**src/rtl/game_life_if.sv**
```systemverilog
// Bundle between the game life controller and the rest of the game:
// square/obstacle status in, game-state flags and counters out.
interface game_life_if #(
  parameter int COORD_W = 10,
  parameter int SIZE_W  = 10,
  parameter int LIFE_W  = 3,
  parameter int SCORE_W = 14
);
  logic               KEY_START;
  logic               DROP_READY;
  logic [COORD_W-1:0] SQUARE_Y;
  logic [SIZE_W-1:0]  SQUARE_SIZE;
  logic               OBST_IN_COLUMN;
  logic [COORD_W-1:0] GAP_TOP;
  logic [COORD_W-1:0] GAP_BOTTOM;
  logic               OBST_PASSED;
  logic               BONUS_HIT;
  logic               START;
  logic               HURT;
  logic               RECOVER;
  logic               INVINCIBLE;
  logic               OVER;
  logic [LIFE_W-1:0]  LIVES;
  logic [SCORE_W-1:0] SCORE;

  modport master (
    output KEY_START, DROP_READY, SQUARE_Y, SQUARE_SIZE, OBST_IN_COLUMN,
           GAP_TOP, GAP_BOTTOM, OBST_PASSED, BONUS_HIT,
    input  START, HURT, RECOVER, INVINCIBLE, OVER, LIVES, SCORE
  );

  modport slave (
    input  KEY_START, DROP_READY, SQUARE_Y, SQUARE_SIZE, OBST_IN_COLUMN,
           GAP_TOP, GAP_BOTTOM, OBST_PASSED, BONUS_HIT,
    output START, HURT, RECOVER, INVINCIBLE, OVER, LIVES, SCORE
  );
endinterface

```
**src/rtl/game_life_controller.sv**
```systemverilog
// Game-side state machine: start/drop sequencing, collision detection,
// lives with invincibility window, bonus recovery and saturating score.
module game_life_controller #(
  parameter int COORD_W    = 10,
  parameter int SIZE_W     = 10,
  parameter int LIFE_W     = 3,
  parameter int INIT_LIVES = 3,
  parameter int MAX_LIVES  = 5,
  parameter int INV_TICKS  = 200,
  parameter int SCORE_W    = 14
) (
  input  logic        CLK,
  input  logic        RESET,
  game_life_if.slave  bus
);
  localparam int SPAN_W = ((COORD_W > SIZE_W) ? COORD_W : SIZE_W) + 1;
  localparam int TMR_W  = $clog2(INV_TICKS + 1);

  typedef enum logic [1:0] {IDLE, WAIT_DROP, PLAY, GAME_OVER} state_t;

  state_t             state_q, state_d;
  logic               key_prev_q;
  logic [LIFE_W-1:0]  lives_q, lives_d;
  logic [SCORE_W-1:0] score_q, score_d;
  logic [TMR_W-1:0]   tmr_q, tmr_d;
  logic               inv_q, inv_d;
  logic               hurt_q, hurt_d;
  logic               rec_q, rec_d;
  logic               start_q, start_d;
  logic               over_q, over_d;

  logic [SPAN_W-1:0]  size_eff, span_bot;
  logic               collide, hit, start_edge, fatal;

  // Span is widened by one bit so a square hanging off the bottom never wraps.
  assign size_eff   = (bus.SQUARE_SIZE == '0) ? SPAN_W'(1) : SPAN_W'(bus.SQUARE_SIZE);
  assign span_bot   = SPAN_W'(bus.SQUARE_Y) + size_eff - SPAN_W'(1);
  assign collide    = bus.OBST_IN_COLUMN &
                      ((bus.SQUARE_Y < bus.GAP_TOP) | (span_bot > SPAN_W'(bus.GAP_BOTTOM)));
  assign hit        = collide & ~inv_q;
  assign start_edge = bus.KEY_START & ~key_prev_q;

  always_comb begin
    state_d = state_q;
    lives_d = lives_q;
    score_d = score_q;
    tmr_d   = tmr_q;
    inv_d   = inv_q;
    hurt_d  = 1'b0;
    rec_d   = 1'b0;
    over_d  = over_q;
    fatal   = 1'b0;

    if (inv_q) begin
      if (tmr_q == '0) inv_d = 1'b0;
      else             tmr_d = tmr_q - TMR_W'(1);
    end

    case (state_q)
      IDLE: if (start_edge) begin
        state_d = WAIT_DROP;
        lives_d = LIFE_W'(INIT_LIVES);
        score_d = '0;
      end
      WAIT_DROP: if (bus.DROP_READY) state_d = PLAY;
      PLAY: begin
        if (hit) begin
          hurt_d = 1'b1;
          inv_d  = 1'b1;
          tmr_d  = TMR_W'(INV_TICKS - 1);
          // A simultaneous bonus cancels the life loss, so it can never be fatal.
          if (bus.BONUS_HIT) rec_d = 1'b1;
          else begin
            lives_d = lives_q - LIFE_W'(1);
            if (lives_q == LIFE_W'(1)) begin
              fatal   = 1'b1;
              state_d = GAME_OVER;
              over_d  = 1'b1;
              inv_d   = 1'b0;
              tmr_d   = '0;
            end
          end
        end else if (bus.BONUS_HIT && (lives_q < LIFE_W'(MAX_LIVES))) begin
          rec_d   = 1'b1;
          lives_d = lives_q + LIFE_W'(1);
        end
        if (bus.OBST_PASSED && !fatal && (score_q != '1))
          score_d = score_q + SCORE_W'(1);
      end
      default: begin
        inv_d = 1'b0;
        tmr_d = '0;
      end
    endcase

    start_d = (state_d != IDLE);
  end

  always_ff @(posedge CLK) begin
    if (RESET) begin
      state_q    <= IDLE;
      key_prev_q <= 1'b1;
      lives_q    <= LIFE_W'(INIT_LIVES);
      score_q    <= '0;
      tmr_q      <= '0;
      inv_q      <= 1'b0;
      hurt_q     <= 1'b0;
      rec_q      <= 1'b0;
      start_q    <= 1'b0;
      over_q     <= 1'b0;
    end else begin
      state_q    <= state_d;
      key_prev_q <= bus.KEY_START;
      lives_q    <= lives_d;
      score_q    <= score_d;
      tmr_q      <= tmr_d;
      inv_q      <= inv_d;
      hurt_q     <= hurt_d;
      rec_q      <= rec_d;
      start_q    <= start_d;
      over_q     <= over_d;
    end
  end

  assign bus.START      = start_q;
  assign bus.HURT       = hurt_q;
  assign bus.RECOVER    = rec_q;
  assign bus.INVINCIBLE = inv_q;
  assign bus.OVER       = over_q;
  assign bus.LIVES      = lives_q;
  assign bus.SCORE      = score_q;
endmodule

```
**src/flat_wrapper.sv**
```systemverilog
// flat-port wrapper written by rule: the top's interface ports become plain ports
module game_life_controller_flat 
#(
  parameter int COORD_W    = 10,
  parameter int SIZE_W     = 10,
  parameter int LIFE_W     = 3,
  parameter int INIT_LIVES = 3,
  parameter int MAX_LIVES  = 5,
  parameter int INV_TICKS  = 200,
  parameter int SCORE_W    = 14
)
  (CLK, RESET, bus_KEY_START, bus_DROP_READY, bus_SQUARE_Y, bus_SQUARE_SIZE, bus_OBST_IN_COLUMN, bus_GAP_TOP, bus_GAP_BOTTOM, bus_OBST_PASSED, bus_BONUS_HIT, bus_START, bus_HURT, bus_RECOVER, bus_INVINCIBLE, bus_OVER, bus_LIVES, bus_SCORE);
  game_life_if #(.COORD_W(COORD_W), .SIZE_W(SIZE_W), .LIFE_W(LIFE_W), .SCORE_W(SCORE_W)) bus_i ();
  input  logic CLK;
  input  logic RESET;
  input wire logic [$bits(bus_i.KEY_START)-1:0] bus_KEY_START;
  input wire logic [$bits(bus_i.DROP_READY)-1:0] bus_DROP_READY;
  input wire logic [$bits(bus_i.SQUARE_Y)-1:0] bus_SQUARE_Y;
  input wire logic [$bits(bus_i.SQUARE_SIZE)-1:0] bus_SQUARE_SIZE;
  input wire logic [$bits(bus_i.OBST_IN_COLUMN)-1:0] bus_OBST_IN_COLUMN;
  input wire logic [$bits(bus_i.GAP_TOP)-1:0] bus_GAP_TOP;
  input wire logic [$bits(bus_i.GAP_BOTTOM)-1:0] bus_GAP_BOTTOM;
  input wire logic [$bits(bus_i.OBST_PASSED)-1:0] bus_OBST_PASSED;
  input wire logic [$bits(bus_i.BONUS_HIT)-1:0] bus_BONUS_HIT;
  output wire logic [$bits(bus_i.START)-1:0] bus_START;
  output wire logic [$bits(bus_i.HURT)-1:0] bus_HURT;
  output wire logic [$bits(bus_i.RECOVER)-1:0] bus_RECOVER;
  output wire logic [$bits(bus_i.INVINCIBLE)-1:0] bus_INVINCIBLE;
  output wire logic [$bits(bus_i.OVER)-1:0] bus_OVER;
  output wire logic [$bits(bus_i.LIVES)-1:0] bus_LIVES;
  output wire logic [$bits(bus_i.SCORE)-1:0] bus_SCORE;
  assign bus_i.KEY_START = bus_KEY_START;
  assign bus_i.DROP_READY = bus_DROP_READY;
  assign bus_i.SQUARE_Y = bus_SQUARE_Y;
  assign bus_i.SQUARE_SIZE = bus_SQUARE_SIZE;
  assign bus_i.OBST_IN_COLUMN = bus_OBST_IN_COLUMN;
  assign bus_i.GAP_TOP = bus_GAP_TOP;
  assign bus_i.GAP_BOTTOM = bus_GAP_BOTTOM;
  assign bus_i.OBST_PASSED = bus_OBST_PASSED;
  assign bus_i.BONUS_HIT = bus_BONUS_HIT;
  assign bus_START = bus_i.START;
  assign bus_HURT = bus_i.HURT;
  assign bus_RECOVER = bus_i.RECOVER;
  assign bus_INVINCIBLE = bus_i.INVINCIBLE;
  assign bus_OVER = bus_i.OVER;
  assign bus_LIVES = bus_i.LIVES;
  assign bus_SCORE = bus_i.SCORE;
  game_life_controller #(.COORD_W(COORD_W), .SIZE_W(SIZE_W), .LIFE_W(LIFE_W), .INIT_LIVES(INIT_LIVES), .MAX_LIVES(MAX_LIVES), .INV_TICKS(INV_TICKS), .SCORE_W(SCORE_W)) u_core (.CLK(CLK), .RESET(RESET), .bus(bus_i));
endmodule
```
**config.mk**
```make
export PLATFORM = sky130hd
export DESIGN_NAME = game_life_controller_flat
export DESIGN_NICKNAME = d
export VERILOG_FILES = /design/src/rtl/game_life_if.sv /design/src/rtl/game_life_controller.sv /design/src/flat_wrapper.sv
export SDC_FILE = /design/constraint.sdc
export NUM_CORES = 1
export LEC_CHECK = 0
export ABC_AREA = 0
export CAP_MARGIN = 20
export CORE_MARGIN = 2
export CORE_UTILIZATION = 46
export CTS_CLUSTER_DIAMETER = 40
export DETAILED_ROUTE_END_ITERATION = 7
export PLACE_DENSITY = 0.83
export SLEW_MARGIN = 20
export SYNTH_ARGS = -nofsm -noshare
export SYNTH_HDL_FRONTEND = slang
export SYNTH_SLANG_ARGS = --single-unit
```
**constraint.sdc**
```tcl
create_clock -name CLK -period 4.05 [get_ports CLK]
set_clock_uncertainty 0.05 [all_clocks]
set_input_delay 0.405 -clock CLK [delete_from_list [all_inputs] [get_ports CLK]]
set_output_delay 0.405 -clock CLK [all_outputs]
set_load 0.02 [all_outputs]
```
==> metrics.csv, run 1 <==
stage,metric,value,unit
status,status,"complete, but fails checks",
status,failing checks,setup timing,
yosys,Synth Cell Area,2930,um2
placement,gp weighted congestion,0.833,
clock_tree,Clock Pin Slew Worst Setup and Hold Paths,70,ps
global_routing,vias in the first global route,3395,
clock_tree,"Clk Latency, worst-skew pair",280,ps
clock_tree,clk root buf,clkbuf_8,
clock_tree,clock sink count,33,
worst_setup_path,"delay-heaviest family, CP",compound AO/OA/AOI/OAI gates,
die,core area,6240,um2
yosys,Netlist cell types,59,
global_routing,largest net degree at the start of global routing,25,
drt,1st-pass router iterations,4,
drt,# DRC,0,
timing,Hold Fails Final Rpt,0,
worst_setup_path,CP Launch Type,input pin,
drt,drt wl/cell,16.8,um
cells_and_area,layout cell share with drive strength beyond 1,25.4,%
drt,final antenna-violating net count,0,
timing,worst setup margin,-412,ps
global_routing,initial antenna violation count,0,
cells_and_area,final-layout fill cell count,441,
worst_setup_path,Max Fanout on Critical Path,4,
timing,Slew @ Worst Pin,712,ps
worst_setup_path,Worst EP arrival,4640,ps
power,Leak,0.00196,uW
drt,Via density,5.77,
power,Overall Power,1150,uW
cells_and_area,"commonest non-fill, non-tap cell in the layout",inv_1,
worst_setup_path,critical path capture point type,flip-flop,
timing,final critical-path share of the clock period,110,%
yosys,number of flops mapped to enable cells by yosys,0,
timing,Worst slew margin,51.8,%
clock_tree,CTS Buffer Depth,2,
global_routing,gr ovfl total,0,
clock_tree,H-tree depth,2,
hold_path,HP Class,reg2reg,
placement,dpl hpwl,6.24,mm
worst_setup_path,"Top cell by count, worst path",a21oi_2,
clock_tree,CTS tree,yes,
cells_and_area,Area Overhead vs Synth,52.2,%
global_routing,Total Routing Usage GR,25.8,%
drt,routed vias,3266,
timing,Slew Limit Fails,0,
drt,drt total wl,9.50,mm
yosys,Avg Synthesized Cell Area,7.96,um2
worst_setup_path,CP Class,in2reg,
yosys,"Primary FF master, synth",dfxtp_1,
cells_and_area,most frequent cells in the layout,"inv_1 (62), clkdlybuf4s50_1 (54), ha_1 (40), buf_4 (39), dfxtp_1 (33)",
worst_setup_path,critical path cell sequence,"buf_8, nor4_4, a41oi_2, ha_2, inv_2, ha_4, fa_2, a21o_1, a21oi_2, o21bai_1, a21oi_2, o21bai_1, a21oi_2, xnor2_1, ha_1, a211oi_2, nand2_1, o311ai_4, o221ai_2, o211ai_4, buf_6, o2111ai_4, or3b_1, nand2_1",
worst_setup_path,Crit path required time,4230,ps
worst_setup_path,r2r setup slk,1260,ps
yosys,synth warn,0,
timing,minimum clock period,4460,ps
timing,RSZ-0062 raised after global routing,true,
yosys,Async SR Flop Fraction,0,%
die,height of the die,83.8,um
timing,Fmax,224,MHz
clock_tree,Num CTS Buffers,5,
die,Die X,83.8,um
clock_tree,cts hold-fix bufs,0,
placement,Setup WS pre-CTS,-1070,ps
global_routing,first-pass GRT wire length,14.9,mm
drt,Iter 0 DRT Violations,194,
worst_setup_path,CP peak stage delay,450,ps
placement,Port Buffers,68,
yosys,syn nets,460,
worst_setup_path,Worst path slowest cell,or3b_1,
die,Initial Utilization,46.9,%
yosys,synthesis-stage register bit count,33,
timing,worst hold margin,458,ps
die,I/O pin count,69,
power,Peak VDD IR,175,uV
cells_and_area,final core utilization,71.4,%
flow_run,max-cap check violation count,0,
cells_and_area,fin nets,580,
cells_and_area,diode count,0,
yosys,Syn Inst Count,368,
die,FP Rows,29,
die,Die Area,7020,um2
timing,# setup viols final,30,
yosys,"Seq/Total Area, Yosys",22.6,%
power,pwr/cell area,257,nW/um2
worst_setup_path,worst path bufs/invs,3,
==> synth_stat cells (all sizes together), types with 5 or more instances <==
library cell | number | area, um2
inv | 67 | 251
ha | 44 | 551
dfxtp | 33 | 661
a21oi | 28 | 151
nand2 | 27 | 101
nor2 | 23 | 86.3
o21ai | 16 | 83.8
xnor2 | 11 | 96.3
nand3 | 9 | 45.0
nand4 | 9 | 62.6
nor3 | 9 | 45.0
a31oi | 6 | 37.5
a21o | 5 | 37.5
o311ai | 5 | 51.3
or3 | 5 | 31.3
==> metal layers <==
layer  global-route usage [%]  wire (um)  vias up
li1                         -          -     1544
met1                     28.0       3620     1515
met2                     46.9       4980      160
met3                     5.14        511       47
met4                     13.2        386        0
met5                        0          0        -
==> stage by stage <==
stage               TNS [ps]  instances  instance area, um2
detailed placement    -26500        545                3980
floorplan               -986        368                2980
global route          -13610        566                4460
global placement      -22890        545                3980
finish                 -7070        566                4460
CTS                    -6220        565                4340
==> cells by family after synthesis <==
| family | count (synthesis) | share of synthesized area (%) |
|---|---|---|
| AO/OA/AOI/OAI | 96 | 23.8 |
| AND/OR/NAND/NOR | 104 | 18.1 |
| buffers and inverters | 73 | 10.8 |
| XOR/XNOR | 14 | 4.19 |
| multiplexers | 3 | 1.03 |
| flip-flops | 33 | 22.6 |
| adder cells (fa/ha/maj) | 45 | 19.5 |
==> worst min-delay path, stage by stage (launching register included) <==
cell     delay [ps]
dfxtp_1         340
nand2_1          70
a21oi_1          60
==> registers in the layout, indices dropped and copies added (netlist names) <==
register	flops
u_core.bus.LIVES	3
u_core.bus.OVER	1
u_core.bus.INVINCIBLE	1
u_core.state_q	2
u_core.key_prev_q	1
u_core.bus.RECOVER	1
u_core.bus.SCORE	14
u_core.bus.HURT	1
u_core.bus.START	1
u_core.tmr_q	8
==> report_power, final <==
group          internal (uW)  switching (uW)
Combinational            278             275
Clock                    119             125
Sequential               334            13.7
==> worst paths after layout <==
path	cells after the start	end	start
hold / removal	2	u_core.bus.SCORE[1]	u_core.bus.SCORE[1]
setup reg to reg	8	u_core.bus.SCORE[6]	u_core.bus.SCORE[4]
hold reg to reg	2	u_core.bus.SCORE[1]	u_core.bus.SCORE[1]
setup / recovery	24	u_core.bus.SCORE[12]	bus_SQUARE_SIZE[9]
==> final cells by class <==
| class | count | area, um2 | area share [%] |
|---|---|---|---|
| multi-input cells | 262 | 2240 | 50.3 |
| repair buffers | 119 | 1120 | 25.0 |
| flip-flops and latches | 33 | 661 | 14.8 |
| inverters | 67 | 259 | 5.81 |
| well taps | 77 | 96.3 | 2.16 |
| clock buffers | 6 | 72.6 | 1.63 |
| clock inverters | 2 | 10.0 | 0.225 |
==> timing repair <==
item	4_1_cts	5_1_grt
resized for setup	106	22
pin swaps	41	37
buffers inserted	13	6
endpoints found under the setup margin	30	30
(Power assumes the default switching activity.)
==> inputs of run 2 (changes only) <==
--- a/config.mk
+++ b/config.mk
@@ -10,6 +10,7 @@
 export CORE_MARGIN = 2
 export CORE_UTILIZATION = 46
 export CTS_CLUSTER_DIAMETER = 40
+export CTS_CLUSTER_SIZE = 40
 export DETAILED_ROUTE_END_ITERATION = 7
 export PLACE_DENSITY = 0.83
 export SLEW_MARGIN = 20
==> results of run 2 <==
No change in the layout: final DEF, timing and power equal those of run 1.
